### src/rtl/regfile_param_if.sv
// Request/response bundle for the parameterised register file.
// The master drives addresses, data and strobes; the slave returns read data and status.
interface regfile_param_if #(
  parameter int XLEN = 32,
  parameter int AW   = 5
);
  logic [AW-1:0]   ra1;
  logic [AW-1:0]   ra2;
  logic            re;
  logic [AW-1:0]   wa;
  logic [XLEN-1:0] wd;
  logic            we;
  logic            clear;
  logic [XLEN-1:0] rd1;
  logic [XLEN-1:0] rd2;
  logic            rvalid;
  logic            busy;

  modport master (
    output ra1, ra2, re, wa, wd, we, clear,
    input  rd1, rd2, rvalid, busy
  );

  modport slave (
    input  ra1, ra2, re, wa, wd, we, clear,
    output rd1, rd2, rvalid, busy
  );
endinterface

### src/rtl/regfile_param.sv
// Two-read/one-write register file with registered, write-first reads and a
// zeroing sweep that runs after reset and on request.
module regfile_param #(
  parameter int XLEN     = 32,
  parameter int NREGS    = 32,
  parameter int AW       = 5,
  parameter int ZERO_REG = 1
) (
  input  logic            clk,
  input  logic            resetn,
  regfile_param_if.slave  bus
);

  typedef enum logic {SWEEP, IDLE} state_t;

  state_t          state_q, state_d;
  logic [AW-1:0]   idx_q, idx_d;
  logic [XLEN-1:0] mem_q [NREGS];
  logic [XLEN-1:0] rd1_q, rd1_d;
  logic [XLEN-1:0] rd2_q, rd2_d;
  logic            rvalid_q, rvalid_d;
  logic            busy;
  logic            wr_ok;
  logic            wr_acc;
  logic            rd_acc;

  // Register 0 reads as zero even when a same-edge write targets it.
  function automatic logic [XLEN-1:0] read_port(
    input logic [AW-1:0]   ra,
    input logic [XLEN-1:0] stored,
    input logic            byp,
    input logic [AW-1:0]   wa,
    input logic [XLEN-1:0] wd
  );
    if (ZERO_REG != 0 && ra == '0) return '0;
    if (byp && ra == wa)           return wd;
    return stored;
  endfunction

  assign busy   = (state_q == SWEEP);
  assign wr_ok  = bus.we && !(ZERO_REG != 0 && bus.wa == '0);
  assign wr_acc = !busy && wr_ok;
  assign rd_acc = !busy && bus.re;

  always_comb begin
    state_d = state_q;
    idx_d   = idx_q;
    case (state_q)
      SWEEP: begin
        idx_d = idx_q + 1'b1;
        if (idx_q == AW'(NREGS - 1)) begin
          state_d = IDLE;
          idx_d   = '0;
        end
      end
      IDLE: begin
        if (bus.clear) begin
          state_d = SWEEP;
          idx_d   = '0;
        end
      end
      default: state_d = SWEEP;
    endcase
  end

  always_comb begin
    rd1_d    = rd1_q;
    rd2_d    = rd2_q;
    rvalid_d = rd_acc;
    if (rd_acc) begin
      rd1_d = read_port(bus.ra1, mem_q[bus.ra1], wr_acc, bus.wa, bus.wd);
      rd2_d = read_port(bus.ra2, mem_q[bus.ra2], wr_acc, bus.wa, bus.wd);
    end
  end

  always_ff @(posedge clk or negedge resetn) begin
    if (!resetn) begin
      state_q  <= SWEEP;
      idx_q    <= '0;
      rd1_q    <= '0;
      rd2_q    <= '0;
      rvalid_q <= 1'b0;
    end else begin
      state_q  <= state_d;
      idx_q    <= idx_d;
      rd1_q    <= rd1_d;
      rd2_q    <= rd2_d;
      rvalid_q <= rvalid_d;
    end
  end

  // Array has no reset; the sweep that follows every reset zeroes it.
  always_ff @(posedge clk) begin
    if (busy) begin
      mem_q[idx_q] <= '0;
    end else if (wr_acc) begin
      mem_q[bus.wa] <= bus.wd;
    end
  end

  assign bus.rd1    = rd1_q;
  assign bus.rd2    = rd2_q;
  assign bus.rvalid = rvalid_q;
  assign bus.busy   = busy;

endmodule

### src/flat_wrapper.sv
// flat-port wrapper written by rule: the top's interface ports become plain ports
module regfile_param_flat 
#(
  parameter int XLEN     = 32,
  parameter int NREGS    = 32,
  parameter int AW       = 5,
  parameter int ZERO_REG = 1
)
  (clk, resetn, bus_ra1, bus_ra2, bus_re, bus_wa, bus_wd, bus_we, bus_clear, bus_rd1, bus_rd2, bus_rvalid, bus_busy);
  regfile_param_if #(.XLEN(XLEN), .AW(AW)) bus_i ();
  input  logic clk;
  input  logic resetn;
  input wire logic [$bits(bus_i.ra1)-1:0] bus_ra1;
  input wire logic [$bits(bus_i.ra2)-1:0] bus_ra2;
  input wire logic [$bits(bus_i.re)-1:0] bus_re;
  input wire logic [$bits(bus_i.wa)-1:0] bus_wa;
  input wire logic [$bits(bus_i.wd)-1:0] bus_wd;
  input wire logic [$bits(bus_i.we)-1:0] bus_we;
  input wire logic [$bits(bus_i.clear)-1:0] bus_clear;
  output wire logic [$bits(bus_i.rd1)-1:0] bus_rd1;
  output wire logic [$bits(bus_i.rd2)-1:0] bus_rd2;
  output wire logic [$bits(bus_i.rvalid)-1:0] bus_rvalid;
  output wire logic [$bits(bus_i.busy)-1:0] bus_busy;
  assign bus_i.ra1 = bus_ra1;
  assign bus_i.ra2 = bus_ra2;
  assign bus_i.re = bus_re;
  assign bus_i.wa = bus_wa;
  assign bus_i.wd = bus_wd;
  assign bus_i.we = bus_we;
  assign bus_i.clear = bus_clear;
  assign bus_rd1 = bus_i.rd1;
  assign bus_rd2 = bus_i.rd2;
  assign bus_rvalid = bus_i.rvalid;
  assign bus_busy = bus_i.busy;
  regfile_param #(.XLEN(XLEN), .NREGS(NREGS), .AW(AW), .ZERO_REG(ZERO_REG)) u_core (.clk(clk), .resetn(resetn), .bus(bus_i));
endmodule
### config.mk
export PLATFORM = sky130hd
export DESIGN_NAME = regfile_param_flat
export DESIGN_NICKNAME = d
export VERILOG_FILES = /design/src/rtl/regfile_param_if.sv /design/src/rtl/regfile_param.sv /design/src/flat_wrapper.sv
export SDC_FILE = /design/constraint.sdc
export NUM_CORES = 1
export LEC_CHECK = 0
export BUFFER_PORTS_ARGS = -buffer_cell sky130_fd_sc_hd__buf_2
export CORE_MARGIN = 5
export CORE_UTILIZATION = 37
export CTS_CLUSTER_DIAMETER = 120
export DETAILED_ROUTE_END_ITERATION = 10
export PLACE_DENSITY = 0.59
export SLEW_MARGIN = 20
export SYNTH_ARGS = -nofsm -noshare
export SYNTH_HDL_FRONTEND = slang
export SYNTH_SLANG_ARGS = --single-unit
export TNS_END_PERCENT = 100
### constraint.sdc
create_clock -name clk -period 5.3 [get_ports clk]
set_input_delay 0 -clock clk [delete_from_list [all_inputs] [get_ports clk]]
set_output_delay 0 -clock clk [all_outputs]
set_load 0.01 [all_outputs]
==> implementation parameters <==
Parameter                              Value

Clock network
  Clock latency at the later pin of the worst-skew pair ... slightly above 0.7 ns
  Clk pin slew, worst setup/hold paths ... 0.06 ns
  Number of H-tree branching levels ... 3
  Number of clock sinks ... 1095
  CTS tree ... built
  Total clock buffers created by CTS ... about 110
  Worst-case clock buffer depth ... 3
  Root buffer cell ... clkbuf_16
  Post-CTS sizing ... 0

Route
  Final WL ... 156900 um
  Post-route antenna net violation count ... 0
  Routed met1 length ... slightly below 60000 um
  Routed wl met3 ... 14050 um
  Iteration-0 DRC count of the detailed router ... about 3400
  Highest layer used for signal routing ... met5
  Drc violations ... 0
  Per-cell via count in the routed design ... 6.319
  Number of detailed-routing iterations run before antenna repair ... 5
  DR vias ... 28420
  Post-DR wirelength/cell ... roughly 35 um
  Met2 layer wire length in the routed design ... 76980 um

Cells and area
  Final design utilization ... between 40% and 50%
  Layout filler cell count ... 11400
  Layout Area Growth over Synthesis ... 14.84%
  Nets ... 2681
  Share of cells above drive strength 1 ... 36.60%
  Cell area after layout ... 0.05688 mm2

Die
  Total I/O pin count ... 118
  Floorplan row count ... 134
  DIE WIDTH ... 375.9 um
  Starting Density ... 37.16%
  Core Area ... 0.1333 mm2
  Height of the die ... 375.9 um
  Die Area ... around 0.14 mm2

Place
  Post-detail-place hpwl ... 96870 um
  GPL Wtd Cong ... 0.8825
  Post-placement cell area ... 0.05268 mm2
  Worst setup timing slack at the placement stage ... 1.549 ns
  # port buffers ... 117

Synth
  Warnings, synthesis ... 0
  Synth async-reset ratio ... 6.484%
  Synthesized area divided by synthesized cell count ... 20.16 um2
  Most frequently used flop master after synthesis ... edfxtp_1
  Netlist area before placement ... 0.04953 mm2
  Seq/Total Area, Yosys ... 65.67%
  Synth Register Bits ... between 1000 and 1500
  Yosys cell types ... 46
  Synth Net Count ... approximately 2500
  Instance count of the mapped netlist ... ~2500
  Count of flip-flops with a built-in enable after synthesis ... 1024

Global route
  Maximum number of pins on one net before global-route repair ... about 80
  Via count of the first global-routing pass ... slightly below 30000
  Number of antenna violations at the first check in global routing ... 6
  Total congestion overflow after global routing ... 0
  First-pass GRT wire length ... 222400 um
  GRT Overall Usage ... 21.88%

Flow run
  Total of max-cap violations ... 0

STA
  Final number of max-transition violations ... 0
  Sum Neg Setup Slack ... 0 ns
  Final period util ... 72.86%
  Number of setup violations in the final report ... 0
  Max Clock Freq ... approximately 260 MHz
  Max Clock Skew ... 0.02911 ns
  Worst Max-Slew Pin Slew ... 1.159 ns
  Worst-case headroom to the max-slew limit ... between 20 and 25%
  Setup ws final ... 1.438 ns
  Fin. Hold Viols ... 0
  Final critical path time including I/O delays and setup ... 3.862 ns
  Unrepaired setup endpoints after global routing ... no

Pwr
  PD cells ... 410.3 mW/mm2
  Power share of the clock group ... about a third
  Combinational share of power ... between 10% and 20%
  Switching power share of the total ... 27.65%
  Peak VDD IR ... about 0.00027 V
  Internal power consumption ... 16890 uW
  Switch Pwr ... 6455 uW
  Sequential cell fraction of total power ... 48.1%
  Total leakage power ... 0.01832 uW

Worst setup path
  Critical R2R Launch ... u_core.state_q$_DFF_PN0_
  Critical Path Start Type ... register
  Endpoint type of the worst setup path ... register
  Destination of the worst register-to-register timing path ... u_core.mem_q[0][3]$_DFFE_PP_
  CP Data Required Time ... roughly 5.7 ns
  Depth of the worst register-to-register path ... 6
  CP arrival ... about 4.3 ns
  Worst Path Class, Setup ... reg -> reg
  Largest fanout on the critical path ... 39
  Register-to-register path setup slack ... 1.44 ns

Hold path
  Startpoint of the worst hold path ... bus_clear
  Hold worst-path end ... u_core.idx_q[4]$_DFFE_PN0P_
  Hold Crit Class ... in -> reg
  WHS Path Cells ... 3

Status
  Run status ... finished, final reports clean
-- worst max-delay path by stage --
stage                        startpoint  depth (start not counted)                       endpoint  slack (ns)
2_1_floorplan  u_core.state_q$_DFF_PN0_                          6  u_core.mem_q[16][0]$_DFFE_PP_        2.15
3_3_place_gp   u_core.state_q$_DFF_PN0_                          7  u_core.mem_q[23][5]$_DFFE_PP_        1.68
3_5_place_dp   u_core.state_q$_DFF_PN0_                          6   u_core.mem_q[0][4]$_DFFE_PP_        1.55
4_1_cts        u_core.state_q$_DFF_PN0_                          6   u_core.mem_q[0][3]$_DFFE_PP_        1.57
5_1_grt        u_core.state_q$_DFF_PN0_                          6   u_core.mem_q[0][4]$_DFFE_PP_        1.39
6_report       u_core.state_q$_DFF_PN0_                          6   u_core.mem_q[0][3]$_DFFE_PP_        1.44
-- cells by family after synthesis --
logic type,synth area share [%]
AOI/OAI and AO/OA,5.567
xor gates and xnor gates,0.2122
adders and majority gates,0.05051
buffers and inverters,2.069
DFF,65.67
muxes,23.56
and+or+nand+nor,2.872
-- power groups by stage --
stage / clock network, uW / registers (uW) / logic, uW
after CTS: 8190 / 11200 / 4030
after global routing: 8580 / 11300 / 4210
final: 8090 / 11200 / 4020
after floorplan: 0 / 11300 / 2180
after global placement: 0 / 11300 / 3930
after detailed placement: 0 / 11400 / 3990
-- state kept, by name (all words and copies together), names as in the netlist --
register / flops
u_core.mem_q: 1024
u_core.bus.rd1: 32
u_core.bus.rd2: 32
u_core.idx_q: 5
u_core.bus.rvalid: 1
u_core.state_q: 1
-- routing by layer --
layer | up-vias | GRT usage (%)
li1 | 11170 | -
met1 | 15420 | 28.93
met2 | 1555 | 35.90
met3 | 275 | 4.588
met4 | 2 | 8.178
met5 | - | 0
-- layout make-up --
type / instances / area, um2 / share of cell area, %
antenna: 3 / 7.507 / 0.01320
tap: 1768 / 2212 / 3.889
sequential: 1095 / 32530 / 57.18
clock inverter: 68 / 691.9 / 1.216
inverter: 3 / 11.26 / 0.01980
clock buffer: 147 / 3075 / 5.407
timing repair buffer: 264 / 2027 / 3.563
multi-input combinational: 1150 / 16330 / 28.71
-- cells in the mapped netlist (all sizes together), types with 2 or more instances --
library cell / instances / area (um2)
a211oi: 62 / 465.5
a21o: 32 / 240.2
a21oi: 6 / 30.03
a221o: 32 / 320.3
a22o: 34 / 297.8
and2: 32 / 200.2
and3: 3 / 18.77
buf: 99 / 600.6
clkbuf: 110 / 412.9
dfrtp: 71 / 1777
edfxtp: 1024 / 30750
ha: 2 / 25.02
inv: 3 / 11.26
mux2: 6 / 67.56
mux2i: 5 / 50.05
mux4: 513 / 11550
nand2: 19 / 71.32
nand2b: 4 / 25.02
nand3: 6 / 30.03
nand3b: 4 / 30.03
nand4b: 2 / 17.52
nor2: 41 / 153.9
nor2b: 63 / 394.1
nor3: 4 / 20.02
nor4: 62 / 387.9
o21ai: 3 / 15.01
o221ai: 31 / 271.5
o22a: 31 / 271.5
o22ai: 125 / 782.0
o2bb2ai: 2 / 17.52
o31a: 2 / 17.52
or3: 2 / 12.51
or3b: 3 / 26.28
xnor2: 11 / 96.34
-- worst max-delay path, cell delays in order, from the launching register on --
cell	delay, ns
dfrtp_1	0.69
nand2_1	0.26
a21oi_4	0.20
buf_4	0.66
a21oi_2	0.42
nor2_4	0.97
buf_4	0.35
-- through the flow --
stage / power [uW] / instances / hold WS, ns
floorplan: 13490 / 2457 / -0.2956
global placement: 15240 / 4241 / 0.07656
detailed placement: 15390 / 4241 / 0.08103
CTS: 23450 / 4493 / 0.01669
global route: 24110 / 4495 / 0.08333
finish: 23340 / 4498 / 0.08664
-- repair_timing --
item,CTS,global route
endpoints found under the hold margin,303,0
buffers inserted,0,0
hold buffers,37,0
-- cells in the final DEF, fill, tap and decap left out, drive strengths merged, types with 4 or more instances in the layout --
cell type and instances:
a21oi 6, nor4 62, o22ai 125, nor2 41
a22o 34, a221o 32, dfrtp 71, nor2b 63
nand3 6, nor3 4, a21o 32, edfxtp 1024
xnor2 11, nand3b 4, o22a 31, nand2 19
mux2i 5, buf 228, bufinv 11, inv 5
clkinv 46, mux2 6, clkinvlp 9, nand2b 4
and2 32, mux4 513, clkbuf 147, a211oi 62
dlygate4sd3 36, o221ai 31
Note: power is estimated with default switching activity, not from simulation.
